[src/rtl/f_pc_unit_pkg.sv]
// Pipeline definitions shared by the D-stage decoder and the fetch PC unit.
package f_pc_unit_pkg;

   localparam int unsigned NPC_SEL_W = 2;

   // Next-PC source for the control-flow instruction currently in D.
   localparam logic [NPC_SEL_W-1:0] NPC_PC4 = 2'd0;
   localparam logic [NPC_SEL_W-1:0] NPC_BR  = 2'd1;
   localparam logic [NPC_SEL_W-1:0] NPC_J   = 2'd2;
   localparam logic [NPC_SEL_W-1:0] NPC_JR  = 2'd3;

   localparam logic [31:0] RESET_PC_DEF = 32'h0000_3000;

   // Branch offset: sign-extended word offset converted to a byte offset.
   function automatic logic [31:0] br_offset(input logic [15:0] imm);
      return {{14{imm[15]}}, imm, 2'b00};
   endfunction

endpackage

[src/rtl/f_pc_unit_npc_calc.sv]
// Combinational next-PC selection for the fetch stage.
module f_pc_unit_npc_calc
   import f_pc_unit_pkg::*;
(
   input  logic [31:0]          pc_f_i,
   input  logic [31:0]          pc4_d_i,
   input  logic [NPC_SEL_W-1:0] npc_sel_d_i,
   input  logic                 br_taken_d_i,
   input  logic [15:0]          imm16_d_i,
   input  logic [25:0]          imm26_d_i,
   input  logic [31:0]          rs_data_d_i,
   output logic [31:0]          npc_o
);

   logic [31:0] pc4_f;

   assign pc4_f = pc_f_i + 32'd4;

   // Select the next fetch address; a not-taken branch falls through past the delay slot in F.
   always_comb begin
      npc_o = pc4_f;
      unique case (npc_sel_d_i)
         NPC_PC4: npc_o = pc4_f;
         NPC_BR:  npc_o = br_taken_d_i ? (pc4_d_i + br_offset(imm16_d_i)) : pc4_f;
         NPC_J:   npc_o = {pc4_d_i[31:28], imm26_d_i, 2'b00};
         NPC_JR:  npc_o = rs_data_d_i;
         default: npc_o = pc4_f;
      endcase
   end

endmodule

[src/rtl/f_pc_unit.sv]
// Fetch-stage program counter: PC register, freeze enable and reset.
module f_pc_unit
   import f_pc_unit_pkg::*;
#(
   parameter int unsigned         ADDR_W   = 32,
   parameter logic [ADDR_W-1:0]   RESET_PC = RESET_PC_DEF
) (
   input  logic                 clk,
   input  logic                 reset,
   input  logic                 stall,
   input  logic                 BUSY,
   input  logic                 start,
   input  logic [NPC_SEL_W-1:0] npc_sel_D,
   input  logic                 br_taken_D,
   input  logic [15:0]          imm16_D,
   input  logic [25:0]          imm26_D,
   input  logic [ADDR_W-1:0]    rs_data_D,
   input  logic [ADDR_W-1:0]    PC4_D,
   output logic [ADDR_W-1:0]    i_inst_addr,
   output logic [ADDR_W-1:0]    PC_F,
   output logic [ADDR_W-1:0]    PC4_F,
   output logic                 misalign_F
);

   logic [ADDR_W-1:0] pc_q;
   logic [ADDR_W-1:0] pc_d;
   logic [ADDR_W-1:0] npc;
   logic              en_f;

   // Must stay bit-identical to the F/D register enable so F and D freeze together.
   assign en_f = ~(stall | BUSY | start);

   f_pc_unit_npc_calc u_npc_calc (
      .pc_f_i       (pc_q),
      .pc4_d_i      (PC4_D),
      .npc_sel_d_i  (npc_sel_D),
      .br_taken_d_i (br_taken_D),
      .imm16_d_i    (imm16_D),
      .imm26_d_i    (imm26_D),
      .rs_data_d_i  (rs_data_D),
      .npc_o        (npc)
   );

   // Advance to the selected next PC unless the pipeline front end is frozen.
   always_comb begin
      pc_d = pc_q;
      if (en_f) begin
         pc_d = npc;
      end
   end

   // PC register; reset wins over any freeze condition.
   always_ff @(posedge clk) begin
      if (reset) begin
         pc_q <= RESET_PC;
      end else begin
         pc_q <= pc_d;
      end
   end

   // Outputs depend on the PC register only.
   assign PC_F        = pc_q;
   assign i_inst_addr = pc_q;
   assign PC4_F       = pc_q + ADDR_W'(4);
   assign misalign_F  = |pc_q[1:0];

endmodule

[config.mk]
export PLATFORM = sky130hd
export DESIGN_NAME = f_pc_unit
export DESIGN_NICKNAME = d
export VERILOG_FILES = /design/src/rtl/f_pc_unit_pkg.sv /design/src/rtl/f_pc_unit_npc_calc.sv /design/src/rtl/f_pc_unit.sv
export SDC_FILE = /design/constraint.sdc
export NUM_CORES = 1
export LEC_CHECK = 0
export ABC_AREA = 1
export CORE_MARGIN = 10
export CORE_UTILIZATION = 42
export DETAILED_ROUTE_END_ITERATION = 10
export GPL_TIMING_DRIVEN = 0
export HOLD_SLACK_MARGIN = 0.15
export PLACE_DENSITY = 0.8
export SKIP_CTS_REPAIR_TIMING = 1
export SLEW_MARGIN = 20
export SYNTH_ARGS = -nofsm -noshare
export SYNTH_HDL_FRONTEND = slang
export SYNTH_SLANG_ARGS = --single-unit
[constraint.sdc]
create_clock -name clk -period 2 [get_ports clk]
set_input_delay 0.4 -clock clk [delete_from_list [all_inputs] [get_ports clk]]
set_output_delay 0.4 -clock clk [all_outputs]
set_load 0.005 [all_outputs]
==> flow_metrics.py <==
metrics = {
    "run_status": {
        "status": "finished with violations",
        "violations": "negative setup slack",
    },
    "timing": {
        "period_needed_ns": 2.39,
        "setup_viol": 24,
        "hold_viol_final": 0,
        "relSlewSlack_pct": 55.9,
        "hold_ws_ns": 0.532,
        "postLayoutSetupSlackWorst_ns": -0.392,
        "tightest_slew_ns": 0.661,
        "fmax_mhz": 418,
        "final_max_slew_viol_count": 0,
        "rsz0062_at_grt": "true",
        "post-route-period-util_pct": 120,
        "skew_ns": 0.00957,
    },
    "synthesis": {
        "synth_fa_ha_area_share_pct": 6.99,
        "ys_ff_latch": 32,
        "synth-compound-area-share_pct": 9.87,
        "synth_area_leader_cell": "nand2_1",
        "syn-num-nets": 1235,
        "synth_edf_count": 0,
        "ys_top_cells_by_area": "nand2_1 (24%), inv_1 (15%), nand3_1 (12%), dfxtp_1 (11%), ha_1 (6.6%)",
        "synthCells": 1090,
        "synth_cell_type_count": 41,
        "ys_seq_area_share_pct": 11.3,
        "synth_warnings": 0,
        "synth_top_area_share_pct": 23.6,
        "synth-main-ff-cell": "dfxtp_1",
        "synth_top_family_by_area": "simple AND/OR/NAND/NOR gates",
        "muxShareOfSynthArea_pct": 0,
        "synth-xor-area-share_pct": 2.61,
        "syn_avg_cell_area_um2": 5.19,
        "synth-simple-area-share_pct": 47.7,
        "syn_area_um2": 5650,
        "synthArstFlopShare_pct": 0,
    },
    "layout": {
        "layout_commonest_cell": "nand2_1",
        "design_area_um2": 10200,
        "largest_register_ffs": 32,
        "final_nets": 1532,
        "antennaDiodeCount": 0,
        "mostFrequentLayoutCells": "nand2_1 (297), inv_1 (193), clkdlybuf4s50_1 (135)",
        "drive_gt1_share_pct": 29.5,
        "syn_to_final_growth_pct": 79.7,
        "fill_cells": 945,
    },
    "power_and_ir_drop": {
        "seqPwrFrac_pct": 20.6,
        "power_uw": 3520,
        "ir_drop_mv": 0.326,
        "pwr-share-clk_pct": 27.0,
        "p_comb_share_pct": 52.3,
        "p_sw_share_pct": 37.5,
        "power.leakage_uw": 0.00563,
        "powerDensity_nw_per_um2": 347,
        "internal_power_uw": 2200,
        "switchingPower_uw": 1320,
    },
    "clocking": {
        "cts_max_path_buffers": 2,
        "cts-root-buf": "clkbuf_16",
        "tritoncts": "built",
        "clk_latency_ns": 0.28,
        "cts_buffers": 5,
        "cts_sinks": 32,
        "clk_pin_slew_ns": 0.06,
        "cts_htree_levels": 2,
    },
    "detailed_routing": {
        "first_iter_violations": 848,
        "postRouteAntennaNets": 0,
        "wl_per_cell_um": 18.4,
        "drc": 0,
        "routed_wl_um": 28900,
        "vias_per_cell": 5.42,
        "dr.pass1.iters": 6,
        "vias": 8477,
    },
    "die": {
        "die_w_um": 136,
        "core_area_um2": 13200,
        "die_height_um": 136,
        "start_util_pct": 42.9,
        "dieArea_um2": 18500,
        "rows": 42,
        "pin_count": 211,
    },
    "hold_path": {
        "hold_path.class": "flop to flop",
    },
    "critical_path": {
        "cp_cell_sequence": "nand2_4 > nor3_4 > buf_6 > nand2_4 > nor2_4 > buf_6 > xor2_4 > buf_2",
        "crit_family": "simple AND/OR/NAND/NOR gates",
        "cp_num_buf_inv": 3,
        "crit_path_end_kind": "output port",
        "crit_type": "flop to output port",
        "worst_setup_path_start_kind": "flop",
        "cpMaxStageDelayCell": "dfxtp_4",
        "arrival_ns": 1.99,
        "cp_slowest_stage_delay_ns": 0.41,
        "worstPathRequired_ns": 1.60,
        "path_max_fanout": 6,
    },
    "job": {
        "drv_cap": 0,
    },
    "global_route": {
        "grt_pass1_wl_um": 35500,
        "grt_use_total_pct": 23.6,
        "grt_antenna_before_repair": 0,
        "overflow": 0,
        "grt_max_degree": 16,
        "grt_pass1_vias": 7083,
    },
    "placement": {
        "placedInstanceArea_um2": 7960,
        "port_buffers": 208,
        "gp_congestion": 1.00,
        "dp.final_hpwl_um": 19600,
    },
}
layer usage:
layer | share of wire, % | up-vias | global-route usage, %
met5 | 0 | - | 0
met4 | 5.8 | 0 | 8.05
met3 | 8.3 | 135 | 3.80
met2 | 50 | 532 | 42.3
met1 | 36 | 3861 | 27.9
li1 | - | 3949 | -
through the flow:
stage                     util [%]  std cells  TNS [ns]  setup WS, ns
after floorplan                  -       1090         0        0.0458
after global placement        60.3       1474    -32.18        -0.983
after detailed placement      60.3       1474    -33.03        -0.998
after CTS                     61.7       1482    -32.97         -1.18
after global routing          77.0       1564     -5.53        -0.422
final                         77.0       1564     -3.55        -0.392
power groups by stage:
| stage | clock (uW) | combinational, uW | sequential (uW) |
|---|---|---|---|
| 3_3_place_gp | 0 | 1420 | 743 |
| 6_report | 952 | 1840 | 726 |
| 4_1_cts | 951 | 1440 | 730 |
| 5_1_grt | 980 | 1990 | 728 |
| 2_1_floorplan | 0 | 783 | 730 |
| 3_5_place_dp | 0 | 1440 | 743 |
cells by family (layout without fill, tap and decap cells):
| kind of cell | Yosys count | after routing |
|---|---|---|
| buffers and inverters | 285 | 583 |
| adder cells (fa/ha/maj) | 31 | 31 |
| AND/OR/NAND/NOR | 625 | 625 |
| flip-flops | 32 | 32 |
| XOR/XNOR | 16 | 16 |
| AO/OA/AOI/OAI | 101 | 101 |
tightest hold or removal path: stages (launching register included):
cell	delay, ns
dfxtp_1	0.33
inv_1	0.07
a221oi_1	0.07
cells in the mapped netlist (8+ instances only):
| master | n |
|---|---|
| inv_1 | 219 |
| nor2_1 | 71 |
| xor2_1 | 12 |
| nand3_1 | 139 |
| buf_4 | 36 |
| ha_1 | 30 |
| buf_2 | 8 |
| nand4_1 | 12 |
| dfxtp_1 | 32 |
| a21oi_1 | 50 |
| nand2_1 | 356 |
| nor3_1 | 17 |
| clkbuf_1 | 16 |
| o21ai_0 | 26 |
layout make-up:
| type | count | area (um2) | share of cell area, % |
|---|---|---|---|
| Clock buffer | 7 | 153 | 1.50 |
| Timing Repair Buffer | 291 | 2830 | 27.8 |
| Inverter | 223 | 851 | 8.38 |
| Clock inverter | 1 | 30.0 | 0.296 |
| Tap cell | 176 | 220 | 2.17 |
| Buffer | 61 | 382 | 3.76 |
| Sequential cell | 32 | 729 | 7.18 |
| Multi-Input combinational cell | 773 | 4970 | 48.9 |
path summary, 6_finish.rpt:
check / from / to / slack (ns) / cells past startpoint
max: PC_F[4] / PC4_F[15] / -0.39 / 8
min: PC_F[1] / PC_F[1] / 0.53 / 2
max reg2reg: PC_F[4] / PC_F[23] / -0.01 / 14
min reg2reg: PC_F[1] / PC_F[1] / 0.53 / 2
(Power assumes the default switching activity.)
